--- config.mk ---
export PLATFORM = sky130hd
export DESIGN_NAME = rf_write_arbiter
export DESIGN_NICKNAME = d
export VERILOG_FILES = /design/src/rtl/riscv_pkg.sv /design/src/rtl/rf_scoreboard.sv /design/src/rtl/rf_write_arbiter.sv
export SDC_FILE = /design/constraint.sdc
export NUM_CORES = 1
export LEC_CHECK = 0
export ABC_AREA = 1
export BUFFER_PORTS_ARGS = -buffer_cell sky130_fd_sc_hd__clkbuf_2
export CAP_MARGIN = 5
export CORE_ASPECT_RATIO = 0.8
export CORE_UTILIZATION = 30
export DETAILED_ROUTE_END_ITERATION = 7
export PLACE_DENSITY = 0.65
export SETUP_SLACK_MARGIN = 0.3
export SLEW_MARGIN = 20
export SYNTH_ARGS = -nofsm -noshare
export SYNTH_HDL_FRONTEND = slang
export SYNTH_SLANG_ARGS = --single-unit
--- constraint.sdc ---
create_clock -name clk -period 1.6 [get_ports clk]
set_input_delay 0.24 -clock clk [delete_from_list [all_inputs] [get_ports clk]]
set_output_delay 0.24 -clock clk [all_outputs]
set_load 0.01 [all_outputs]
--- src/rtl/riscv_pkg.sv ---
// Shared register-file constants and arbiter priority-state encoding.
// Latency: n/a (declarations only).
// Backpressure: n/a.
package riscv_pkg;

  localparam int XLEN       = 32;
  localparam int REG_ADDR_W = 5;
  localparam int NUM_REGS   = 32;
  localparam int CNT_W      = 3;

  // Arbiter priority states; plain constants so legacy tools can read them.
  localparam logic [0:0] PRIO_WB  = 1'b0;
  localparam logic [0:0] PRIO_MDU = 1'b1;

endpackage

--- src/rtl/rf_scoreboard.sv ---
// Pending-write scoreboard: one busy bit per architectural register.
// Latency: set/clear visible one cycle after the transfer; iss_ready/hazard are combinational.
// Backpressure: iss_ready drops while the destination register still has a write pending.
module rf_scoreboard
  import riscv_pkg::*;
(
  input  logic                  clk,
  input  logic                  rst,
  input  logic                  iss_valid,
  input  logic [REG_ADDR_W-1:0] iss_rd,
  output logic                  iss_ready,
  input  logic                  clr_en,
  input  logic [REG_ADDR_W-1:0] clr_rd,
  input  logic [REG_ADDR_W-1:0] rs1_addr,
  input  logic [REG_ADDR_W-1:0] rs2_addr,
  output logic                  hazard,
  output logic [NUM_REGS-1:0]   busy_vec
);

  logic [NUM_REGS-1:0] busy_q, busy_d;
  logic                iss_xfer;

  // Issue handshake and decode hazard; bit 0 is never set so x0 is always ready.
  always_comb begin
    iss_ready = !rst && !busy_q[iss_rd];
    iss_xfer  = iss_valid && iss_ready;
    hazard    = ((rs1_addr != '0) && busy_q[rs1_addr]) ||
                ((rs2_addr != '0) && busy_q[rs2_addr]);
  end

  // Clear on MDU writeback, then set on issue. A same-register collision cannot
  // reach here because iss_ready is low while the bit is still set.
  always_comb begin
    busy_d = busy_q;
    if (clr_en) begin
      busy_d[clr_rd] = 1'b0;
    end
    if (iss_xfer && (iss_rd != '0)) begin
      busy_d[iss_rd] = 1'b1;
    end
    busy_d[0] = 1'b0;
  end

  // Bitmap register.
  always_ff @(posedge clk) begin
    if (rst) begin
      busy_q <= '0;
    end else begin
      busy_q <= busy_d;
    end
  end

  assign busy_vec = busy_q;

endmodule

--- src/rtl/rf_write_arbiter.sv ---
// Arbitrates pipeline writeback vs. MDU results onto one register-file write port.
// Latency: 1 cycle from accepted transfer to reg_write_en/rd_addr/rd_write_data.
// Backpressure: WB normally wins; an MDU blocked STARVE_LIMIT cycles gets one priority slot.
module rf_write_arbiter
  import riscv_pkg::*;
#(
  parameter int STARVE_LIMIT = 4,
  parameter int XLEN         = riscv_pkg::XLEN
) (
  input  logic                  clk,
  input  logic                  rst,
  input  logic                  wb_valid,
  input  logic [REG_ADDR_W-1:0] wb_rd,
  input  logic [XLEN-1:0]       wb_data,
  output logic                  wb_ready,
  input  logic                  mdu_valid,
  input  logic [REG_ADDR_W-1:0] mdu_rd,
  input  logic [XLEN-1:0]       mdu_data,
  output logic                  mdu_ready,
  input  logic                  iss_valid,
  input  logic [REG_ADDR_W-1:0] iss_rd,
  output logic                  iss_ready,
  input  logic [REG_ADDR_W-1:0] rs1_addr,
  input  logic [REG_ADDR_W-1:0] rs2_addr,
  output logic                  hazard,
  output logic                  reg_write_en,
  output logic [REG_ADDR_W-1:0] rd_addr,
  output logic [XLEN-1:0]       rd_write_data,
  output logic [NUM_REGS-1:0]   busy_vec
);

  localparam logic [CNT_W-1:0] LIMIT   = CNT_W'(STARVE_LIMIT);
  localparam logic [CNT_W-1:0] CNT_MAX = '1;

  logic [0:0]            state_q, state_d;
  logic [CNT_W-1:0]      cnt_q, cnt_d;
  logic                  reg_write_en_q, reg_write_en_d;
  logic [REG_ADDR_W-1:0] rd_addr_q, rd_addr_d;
  logic [XLEN-1:0]       rd_write_data_q, rd_write_data_d;
  logic                  wb_xfer, mdu_xfer;

  // Ready generation: the priority side is always ready, the other only when the
  // priority side is idle, so at most one source transfers per cycle.
  always_comb begin
    wb_ready  = 1'b0;
    mdu_ready = 1'b0;
    if (!rst) begin
      if (state_q == PRIO_WB) begin
        wb_ready  = 1'b1;
        mdu_ready = !wb_valid;
      end else begin
        mdu_ready = 1'b1;
        wb_ready  = !mdu_valid;
      end
    end
    wb_xfer  = wb_valid && wb_ready;
    mdu_xfer = mdu_valid && mdu_ready;
  end

  // Starvation counter and priority FSM. The next counter value drives the switch
  // so the MDU is blocked for exactly STARVE_LIMIT cycles before it wins.
  always_comb begin
    cnt_d = cnt_q;
    if (mdu_xfer) begin
      cnt_d = '0;
    end else if (mdu_valid && !mdu_ready && (cnt_q != CNT_MAX)) begin
      cnt_d = cnt_q + 1'b1;
    end
    state_d = state_q;
    case (state_q)
      PRIO_WB:  if (cnt_d >= LIMIT) state_d = PRIO_MDU;
      // mdu_ready is forced high here, so any valid cycle is the one MDU
      // transfer; an idle cycle also gives priority back.
      PRIO_MDU: state_d = PRIO_WB;
      default:  state_d = PRIO_WB;
    endcase
  end

  // Write-port capture; rd=0 transfers are accepted but never written.
  always_comb begin
    reg_write_en_d  = 1'b0;
    rd_addr_d       = rd_addr_q;
    rd_write_data_d = rd_write_data_q;
    if (wb_xfer && (wb_rd != '0)) begin
      reg_write_en_d  = 1'b1;
      rd_addr_d       = wb_rd;
      rd_write_data_d = wb_data;
    end else if (mdu_xfer && (mdu_rd != '0)) begin
      reg_write_en_d  = 1'b1;
      rd_addr_d       = mdu_rd;
      rd_write_data_d = mdu_data;
    end
  end

  // Arbiter state and write-port registers.
  always_ff @(posedge clk) begin
    if (rst) begin
      state_q         <= PRIO_WB;
      cnt_q           <= '0;
      reg_write_en_q  <= 1'b0;
      rd_addr_q       <= '0;
      rd_write_data_q <= '0;
    end else begin
      state_q         <= state_d;
      cnt_q           <= cnt_d;
      reg_write_en_q  <= reg_write_en_d;
      rd_addr_q       <= rd_addr_d;
      rd_write_data_q <= rd_write_data_d;
    end
  end

  assign reg_write_en  = reg_write_en_q;
  assign rd_addr       = rd_addr_q;
  assign rd_write_data = rd_write_data_q;

  rf_scoreboard u_scoreboard (
    .clk       (clk),
    .rst       (rst),
    .iss_valid (iss_valid),
    .iss_rd    (iss_rd),
    .iss_ready (iss_ready),
    .clr_en    (mdu_xfer),
    .clr_rd    (mdu_rd),
    .rs1_addr  (rs1_addr),
    .rs2_addr  (rs2_addr),
    .hazard    (hazard),
    .busy_vec  (busy_vec)
  );

endmodule
==> impl_metrics.csv, run 1 <==
group,metric,value,unit
floorplan,fp.dieW,136,µm
logic_synthesis,async_flop_share,0,%
route,via_per_inst,5.39,
hold_path,hp-start,"wb_data[1]",
setup_path,critPathBufInv,2,
logic_synthesis,synth_ff_type,"dfxtp_1",
run_status,status,"finished with violations",
route,wl_per_cell,18.0,µm
clock_network,ctsHoldBuffers,0,
floorplan,dieArea,0.0149,mm²
clock_network,htreeDepth,3,
placement,pre_cts_ws,-0.193,ns
setup_path,startpoint_type,"flop",
route,firstDrtPassIters,5,
global_route,grt_pass1_vias,5425,
logic_synthesis,synth_edf_count,0,
logic_synthesis,yosys.area.top_type_share,33.8,%
logic_synthesis,synth_top_cell_by_area,"dfxtp_1",
layout,final_area,0.00767,mm²
setup_path,r2r_cells,15,
logic_synthesis,yosysWarnings,0,
route,ant_nets,0,
route,vias,6028,
pwr,leakagePower,3.33,nW
sta,fin_crit_sh,114,%
setup_path,cp-end-kind,"primary output",
sta,skew,0.00685,ns
hold_path,hold_depth,3,
setup_path,path_max_fanout,3,
floorplan,die_h,109,µm
clock_network,cts-buffers-inserted,9,
global_route,track_usage,25.7,%
run,max_cap_violations,0,
setup_path,cp-startpoint,"u_scoreboard.busy_vec[10]$_SDFF_PP0_",
layout,fill_cells,1250,
sta,fin_ws,-0.228,ns
global_route,overflow,0,
setup_path,crit_arrival,1.59,ns
clock_network,worstSkewPairLatency,0.33,ns
clock_network,clock_sinks,73,
layout,antenna_cells,0,
pwr,power.density,713,mW/mm²
route,first_iter_violations,615,
layout,layout.cells.non_filler,1119,
hold_path,hold_class,"input pin to flop",
clock_network,clockRootBuffer,"clkbuf_16",
clock_network,cts_tree,"built",
setup_path,reg2reg_from,"u_scoreboard.busy_vec[10]$_SDFF_PP0_",
pwr,irDropWorstVdd,0.587,mV
clock_network,clkSlewWorstSetupHoldPaths,0.05,ns
logic_synthesis,syn_area_per_cell,6.50,µm²
sta,drv_slew,0,
route,drc,0,
placement,gp_congestion,0.937,
floorplan,start_util,31.3,%
setup_path,path_depth,11,
setup_path,crit_required,1.36,ns
layout,area.growth.synth_to_final,77.4,%
placement,dp_hpwl,12.6,mm
logic_synthesis,ys_seq_area_share,33.8,%
setup_path,rrSetupSlack,-0.17,ns
run_status,violations,"negative setup slack",
route,drt_wl_total,20.1,mm
logic_synthesis,synthesis.area,0.00432,mm²
placement,io_buffers,166,
sta,rsz0062_at_grt,"true",
setup_path,path_cells,"nand2_1, nand2_1, nand2_1, nand2_1, nand2_1, nand2_1, nor2_2, nand2_2, nor2_4, buf_12, buf_2",
sta,final_hold_viol_count,0,
logic_synthesis,synth.area.top_cells,"dfxtp_1 34%, a21oi_1 9.8%, nor2_1 9.6%",
setup_path,critPathMostFrequentCell,"nand2_1",
setup_path,cp_top_family,"simple AND/OR/NAND/NOR gates",
setup_path,slowest_stage,"dfxtp_2",
setup_path,max_stage_delay,0.32,ns
sta,final.min_clock_period,1.83,ns
layout,fin_nets,1030,
sta,slew_headroom,64.1,%
hold_path,hold_end,"rd_write_data[1]$_SDFFE_PP0P_",
logic_synthesis,syn_inst,665,
logic_synthesis,synth_nets,761,
sta,setup_violations,41,
layout,drive_gt1_share,50.5,%
logic_synthesis,synth.distinct_cells,37,
placement,dpl_cell_area,0.00595,mm²
global_route,antenna_found_initial,0,
sta,worst_pin_slew,0.538,ns
floorplan,io_pins,168,
floorplan,core_area,0.0138,mm²
global_route,grt_max_degree,42,
placement,place_inst,1064,
setup_path,reg2reg_to,"u_scoreboard.busy_vec[10]$_SDFF_PP0_",
floorplan,row_count,38,
setup_path,crit_type,"flop to primary output",
clock_network,cts.path.max_buffers,2,
global_route,grt_pass1_wl,29.1,mm
sta,max_freq,547,MHz
logic_synthesis,ys_ff_latch,73,
## final cells by class
cell class	instances	area, µm²	area share (%)
multi-input cells	500	3090	40.3
clock buffers	13	260	3.39
flip-flops and latches	73	1490	19.4
repair inverters	4	106	1.39
well taps	180	225	2.94
clock inverters	3	15.0	0.196
repair buffers	293	2240	29.3
inverters	53	235	3.07
## cell usage after synthesis (3+ instances only)
| cell | number |
|---|---|
| buf_6 | 8 |
| o2111ai_1 | 6 |
| dfxtp_1 | 73 |
| a21oi_1 | 85 |
| clkbuf_1 | 13 |
| o221ai_1 | 4 |
| buf_2 | 11 |
| o21ai_0 | 78 |
| nor2_1 | 111 |
| a31oi_1 | 4 |
| inv_2 | 4 |
| buf_4 | 6 |
| nor3_1 | 12 |
| nand2_1 | 103 |
| inv_1 | 46 |
| o21ai_1 | 13 |
| nand4_1 | 31 |
| nand3_1 | 25 |
| o211ai_1 | 6 |
| o22ai_1 | 3 |
## worst max path at each step
stage	endpoint	slack [ns]
final	iss_ready	-0.23
after global routing	iss_ready	-0.34
after CTS	hazard	-0.19
after detailed placement	iss_ready	-0.19
after global placement	iss_ready	-0.18
after floorplan	hazard	0.19
## registers in the layout, summed over array words and instances (netlist names)
signal,cells
rd_write_data,32
u_scoreboard.busy_vec,31
rd_addr,5
cnt_q,3
reg_write_en,1
state_q,1
## timing repair
action	in CTS	in global routing
pin swaps	75	66
cloned	13	0
endpoints found under the hold margin	0	0
resized for setup	217	96
buffers inserted	19	7
endpoints found under the setup margin	75	77
## worst register-to-register path, delay by kind of cell (launching register included)
| kind | cells | cell delay, ns |
|---|---|---|
| simple gates | 10 | 0.81 |
| compound gates | 1 | 0.15 |
| flops | 1 | 0.32 |
| buf+inv | 4 | 0.42 |
## stage by stage
step | TNS, ns | hold slack, ns | total power [W] | utilization, %
final | -3.40 | 0.192 | 0.00547 | 55.6
after CTS | -0.551 | 0.173 | 0.00531 | 52.7
after detailed placement | -4.47 | 0.448 | 0.00300 | 43.1
after global routing | -9.56 | 0.200 | 0.00567 | 55.6
after global placement | -3.45 | 0.448 | 0.00299 | 43.1
after floorplan | 0 | 0.386 | 0.00255 | -
## cells by family (layout without fill, tap and decap cells)
group | count (synthesis) | count (layout) | share of synthesized area [%]
DFF | 73 | 73 | 33.8
other | 1 | 1 | 0.0868
and+or+nand+nor | 294 | 294 | 29.9
buffers and inverters | 92 | 366 | 10.3
xor gates and xnor gates | 1 | 1 | 0.203
AOI/OAI and AO/OA | 202 | 202 | 25.2
adders and majority gates | 2 | 2 | 0.579
## report_power, final
group	switching, W	internal [W]	total, W
logic	0.000862	0.000756	0.00162
clock network	0.000747	0.00113	0.00187
registers	0.0000701	0.00190	0.00197
## cell usage in the layout (no fill, tap or decap), types with 10 or more instances in the layout
cell and count:
a21oi_1 58, nand2_1 71, nand3_1 25, inv_1 38
nand2_2 23, nand4_1 31, nor2_1 65, buf_16 10
clkbuf_2 161, nand2_4 12, nor2_4 38, buf_4 78
o21ai_2 10, dfxtp_1 60, o21ai_0 45, nor2_2 11
o21ai_1 36, a21oi_2 26, buf_6 26
## per-layer routing
layer,part of all wire (%),GRT usage (%)
met5,0,0
met1,43,35.1
met3,8.2,5.39
met2,45,39.9
met4,3.2,8.73
(Power assumes the default switching activity.)
==> run 2, diff against run 1 <==
--- a/config.mk
+++ b/config.mk
@@ -17,3 +17,4 @@
 export SYNTH_ARGS = -nofsm -noshare
 export SYNTH_HDL_FRONTEND = slang
 export SYNTH_SLANG_ARGS = --single-unit
+export TNS_END_PERCENT = 10
==> constraint.sdc (replaced) <==
create_clock -name clk -period 2.2 [get_ports clk]
set_input_delay 0.33 -clock clk [delete_from_list [all_inputs] [get_ports clk]]
set_output_delay 0.33 -clock clk [all_outputs]
set_load 0.01 [all_outputs]
==> run 2 against run 1 <==
Net effect:
- the run now ends clean
- sequential power is 28% lower
- utilization is 15 points lower
- global-route usage is 4.4 points lower
- design area is 26% lower
- sequential share of layout area is 6.8 points higher
- via count is 15% lower
- sequential cell count stayed put
- clock skew is 0.0012 ns lower
- count of clock-buffer cells in the layout is 1 higher
- power is 35% lower
- highest routed layer unchanged
==> impl_metrics.csv, run 2 (synthesis results as in run 1) <==
group,metric,value,unit
run_status,status,"finished clean",
clock_network,ctsHoldBuffers,0,
global_route,overflow,0,
sta,drv_slew,0,
layout,area.growth.synth_to_final,30.7,%
setup_path,startpoint_type,"flop",
global_route,track_usage,21.3,%
clock_network,cts.path.max_buffers,2,
hold_path,hold_class,"input pin to flop",
route,ant_nets,0,
placement,dp_hpwl,11.7,mm
sta,skew,0.00570,ns
setup_path,crit_required,1.87,ns
layout,largest_reg_flops,32,
global_route,grt_max_degree,37,
pwr,power.density,631,mW/mm²
setup_path,max_stage_delay,0.35,ns
layout,final_common_cell,"clkbuf_2",
route,drc,0,
pwr,p_int,0.00260,W
pwr,leakagePower,2.48,nW
setup_path,path_cells,"inv_1, o21ai_1, o21ai_1, nand3_2, nor2_4, clkbuf_2",
setup_path,cp-startpoint,"u_scoreboard.busy_vec[29]$_SDFF_PP0_",
pwr,irDropWorstVdd,0.324,mV
clock_network,clock_sinks,73,
pwr,power.share.clock,42.2,%
sta,final.min_clock_period,1.94,ns
floorplan,row_count,38,
setup_path,critPathMostFrequentCell,"o21ai_1",
placement,io_buffers,166,
route,firstDrtPassIters,5,
placement,gp_congestion,0.920,
route,via_per_inst,5.12,
floorplan,io_pins,168,
layout,most-common-layout-cells,"164 x clkbuf_2, 111 x nor2_1, 99 x nand2_1",
setup_path,reg2reg_from,"u_scoreboard.busy_vec[29]$_SDFF_PP0_",
global_route,grt_pass1_wl,24.3,mm
sta,max_freq,515,MHz
layout,drive_gt1_share,29.0,%
clock_network,clkSlewWorstSetupHoldPaths,0.06,ns
layout,seqCellArea,0.00148,mm²
pwr,p_total,0.00356,W
layout,post-route-util,41.0,%
sta,slew_headroom,56.8,%
floorplan,die_h,109,µm
layout,fill_cells,1500,
global_route,antenna_found_initial,0,
run,max_cap_violations,0,
clock_network,clockRootBuffer,"clkbuf_16",
clock_network,worstSkewPairLatency,0.33,ns
layout,multiInputGateArea,0.00243,mm²
route,drt_wl_total,15.8,mm
sta,fin_crit_sh,88.3,%
setup_path,rrSetupSlack,0.51,ns
layout,fin_nets,915,
hold_path,hp-start,"wb_data[24]",
floorplan,dieArea,0.0149,mm²
layout,layout.cells.non_filler,1004,
route,wl_per_cell,15.8,µm
setup_path,slowest_stage,"dfxtp_1",
layout,antenna_cells,0,
floorplan,fp.dieW,136,µm
route,first_iter_violations,406,
setup_path,reg2reg_to,"u_scoreboard.busy_vec[15]$_SDFF_PP0_",
setup_path,crit_arrival,1.61,ns
sta,rsz0062_at_grt,"true",
floorplan,start_util,31.3,%
setup_path,r2r_cells,8,
sta,setup_violations,0,
floorplan,core_area,0.0138,mm²
setup_path,cp-end-kind,"primary output",
placement,place_inst,988,
pwr,power_frac_seq,40.0,%
pwr,p_sw,0.000967,W
clock_network,cts_setup_buffers,0,
setup_path,crit_end,"iss_ready",
setup_path,crit_type,"flop to primary output",
clock_network,cts_tree,"built",
route,vias,5144,
clock_network,htreeDepth,3,
global_route,grt_pass1_vias,4500,
setup_path,path_max_fanout,3,
sta,worst_pin_slew,0.648,ns
sta,final_hold_viol_count,0,
pwr,p_sw_share,27.1,%
pwr,combPwrFrac,17.8,%
sta,finalSetupTns,0,ns
clock_network,cts-buffers-inserted,9,
run 2: cell types whose count changed in the layout (fill, tap and decap cells not counted), sizes merged:
cell and delta:
buf -115, clkinv -6, clkbuf +5, bufinv +1
run 2: worst min-delay path by stage:
stage,end,slack (ns),depth (start not counted)
3_3_place_gp,rd_write_data[21]$_SDFFE_PP0P_,0.45,2
4_1_cts,rd_write_data[29]$_SDFFE_PP0P_,0.26,3
2_1_floorplan,state_q$_SDFF_PP0_,0.45,1
5_1_grt,rd_addr[1]$_SDFFE_PP0P_,0.28,3
6_report,rd_write_data[24]$_SDFFE_PP0P_,0.27,3
3_5_place_dp,rd_write_data[7]$_SDFFE_PP0P_,0.46,2
run 2: power by group through the flow:
stage | combinational [W] | clock (W) | sequential [W]
2_1_floorplan | 0.000352 | 0 | 0.00148
3_3_place_gp | 0.000626 | 0 | 0.00145
3_5_place_dp | 0.000627 | 0 | 0.00145
4_1_cts | 0.000629 | 0.00155 | 0.00143
5_1_grt | 0.000705 | 0.00162 | 0.00143
6_report | 0.000634 | 0.00150 | 0.00142
run 2: layout make-up:
type	instances	area share, %
Multi-Input combinational cell	500	43.0
Timing Repair Buffer	182	17.5
Tap cell	180	3.99
Inverter	53	3.68
Clock buffer	14	4.85
Sequential cell	73	26.3
Clock inverter	2	0.620
run 2: what timing repair did:
| item | 4_1_cts | 5_1_grt |
|---|---|---|
| endpoints found under the setup margin | 1 | 2 |
| resized for setup | 8 | 28 |
| pin swaps | 0 | 6 |
run 2: worst max-delay path: cells and delay by family (launching register included):
family / cells / cell delay (ns)
buffers and inverters: 2 / 0.34
and+or+nand+nor: 2 / 0.27
DFF: 1 / 0.35
AOI/OAI and AO/OA: 2 / 0.32
run 2: through the flow:
stage	instance area [µm²]	setup WS, ns	hold slack [ns]
global route	5650	0.175	0.278
floorplan	4320	0.518	0.450
finish	5650	0.258	0.275
detailed placement	5290	0.205	0.456
global placement	5290	0.226	0.454
CTS	5610	0.302	0.261
run 2: layer usage:
layer	routed length, µm	up-vias	GRT usage (%)
met2	6650	240	30.6
met5	0	-	0
met1	7430	2305	30.1
met3	1570	17	6.82
li1	-	2582	-
met4	189	0	5.79
==> run 3, diff against run 2 <==
--- a/config.mk
+++ b/config.mk
@@ -11,7 +11,7 @@
 export CORE_ASPECT_RATIO = 0.8
 export CORE_UTILIZATION = 30
 export DETAILED_ROUTE_END_ITERATION = 7
-export PLACE_DENSITY = 0.65
+export REMOVE_ABC_BUFFERS = 1
 export SETUP_SLACK_MARGIN = 0.3
 export SLEW_MARGIN = 20
 export SYNTH_ARGS = -nofsm -noshare
==> run 3 against run 2 <==
Net effect:
- via count increased by 2.3%
- register-to-register slack worse by 0.06 ns
- sequential share of layout area shrank 0.72 points
- worst hold slack better by 0.0093 ns
- die area stayed put
- design area grew 2.6%
- wire length increased by 3.7%
- fmax rose by 3.6%
- global-route usage grew 1.1 points
- clock power is essentially flat
- critical endpoint is now hazard
- largest cell class unchanged
==> impl_metrics.csv, run 3 (synthesis results as in run 1) <==
group,metric,value,unit
layout,seqCellArea,0.00148,mm²
setup_path,max_stage_delay,0.32,ns
layout,final_common_cell,"clkbuf_2",
route,via_per_inst,5.18,
global_route,grt_pass1_wl,25.6,mm
sta,rsz0062_at_grt,"true",
placement,dp_hpwl,12.2,mm
clock_network,clkSlewWorstSetupHoldPaths,0.06,ns
layout,multiInputGateArea,0.00245,mm²
sta,holdWs,0.284,ns
sta,worst_pin_slew,0.722,ns
setup_path,slowest_stage,"dfxtp_2",
sta,final_hold_viol_count,0,
floorplan,dieArea,0.0149,mm²
floorplan,start_util,31.3,%
pwr,irDropWorstVdd,0.559,mV
setup_path,reg2reg_to,"rd_write_data[2]$_SDFFE_PP0P_",
setup_path,rrSetupSlack,0.45,ns
hold_path,hp-start,"wb_rd[1]",
pwr,leakagePower,2.55,nW
global_route,grt_max_degree,67,
clock_network,worstSkewPairLatency,0.32,ns
pwr,p_total,0.00363,W
layout,post-route-util,42.0,%
floorplan,core_area,0.0138,mm²
hold_path,hold_end,"rd_addr[1]$_SDFFE_PP0P_",
setup_path,crit_required,1.87,ns
sta,max_freq,534,MHz
clock_network,cts_tree,"built",
sta,slew_headroom,51.9,%
setup_path,startpoint_type,"flop",
global_route,antenna_found_initial,0,
hold_path,hold_class,"input pin to flop",
route,first_iter_violations,524,
sta,setup_violations,0,
clock_network,htreeDepth,3,
global_route,overflow,0,
placement,gp_congestion,0.972,
route,firstDrtPassIters,5,
run_status,status,"finished clean",
route,drc,0,
route,wl_per_cell,16.2,µm
setup_path,cp-end-kind,"primary output",
hold_path,hold_depth,3,
sta,drv_slew,0,
setup_path,path_max_fanout,4,
layout,fill_cells,1531,
layout,fin_nets,928,
setup_path,path_cells,"buf_6, o211ai_1, o2111ai_1, nand3_1, nand3b_1, nand2_1, nand2_1, buf_2",
setup_path,crit_arrival,1.54,ns
clock_network,cts-buffers-inserted,9,
setup_path,reg2reg_from,"state_q$_SDFF_PP0_",
floorplan,fp.dieW,136,µm
layout,area.growth.synth_to_final,34.1,%
sta,skew,0.00401,ns
route,ant_nets,0,
floorplan,io_pins,168,
route,drt_wl_total,16.4,mm
route,vias,5260,
setup_path,r2r_cells,10,
floorplan,die_h,109,µm
clock_network,clockRootBuffer,"clkbuf_16",
layout,most-common-layout-cells,"161 x clkbuf_2, 110 x nor2_1, 100 x nand2_1",
sta,finalSetupTns,0,ns
setup_path,crit_type,"flop to primary output",
clock_network,cts.path.max_buffers,2,
clock_network,clock_sinks,73,
layout,antenna_cells,0,
floorplan,row_count,38,
pwr,power.density,626,mW/mm²
layout,drive_gt1_share,30.5,%
global_route,track_usage,22.3,%
layout,final_area,0.00580,mm²
layout,largest_reg_flops,32,
placement,io_buffers,166,
setup_path,critPathMostFrequentCell,"nand2_1",
sta,final.min_clock_period,1.87,ns
placement,dpl_cell_area,0.00537,mm²
sta,fin_crit_sh,85.2,%
global_route,grt_pass1_vias,4626,
run,max_cap_violations,0,
## run 3: what timing repair did
action / CTS / global route
setup buffers: 1 / 3
setup endpoints to repair: 2 / 51
hold buffers: 0 / 0
gates resized for setup: 14 / 31
hold endpoints to repair: 0 / 0
pin swaps: 1 / 8
cloned: 0 / 0
## run 3: worst max path at each step
stage	start	to
floorplan	wb_rd[2]	rd_write_data[24]$_SDFFE_PP0P_
global placement	iss_rd[0]	u_scoreboard.busy_vec[10]$_SDFF_PP0_
detailed placement	iss_rd[0]	u_scoreboard.busy_vec[10]$_SDFF_PP0_
CTS	u_scoreboard.busy_vec[27]$_SDFF_PP0_	hazard
global route	u_scoreboard.busy_vec[10]$_SDFF_PP0_	hazard
finish	u_scoreboard.busy_vec[10]$_SDFF_PP0_	hazard
## run 3: power breakdown
part / switching [W] / internal, W
clock network: 0.000540 / 0.000994
logic: 0.000413 / 0.000261
registers: 0.0000368 / 0.00139
## run 3: through the flow
stage	std cells	setup WS [ns]
finish	1016	0.326
global route	1016	0.213
CTS	1013	0.293
detailed placement	997	0.135
global placement	997	0.152
floorplan	626	0.00317
## run 3: final cells by class
| class | count | share of cell area, % |
|---|---|---|
| multi-input cells | 500 | 42.2 |
| flip-flops and latches | 73 | 25.6 |
| repair buffers | 195 | 19.2 |
| clock buffers | 13 | 4.84 |
| well taps | 180 | 3.89 |
| inverters | 53 | 3.63 |
| clock inverters | 2 | 0.604 |
## run 3: critical path: cells and delay by family, from the launching register on
family | cells | cell delay (ns)
flops | 1 | 0.32
buf+inv | 2 | 0.25
simple gates | 4 | 0.31
compound gates | 2 | 0.34
## run 3: per-layer routing
metal	global-route usage, %	up-vias	wire length (µm)
li1	-	2607	-
met2	31.8	224	6990
met5	0	-	0
met1	33.0	2407	7890
met3	5.26	22	1310
met4	6.11	0	230
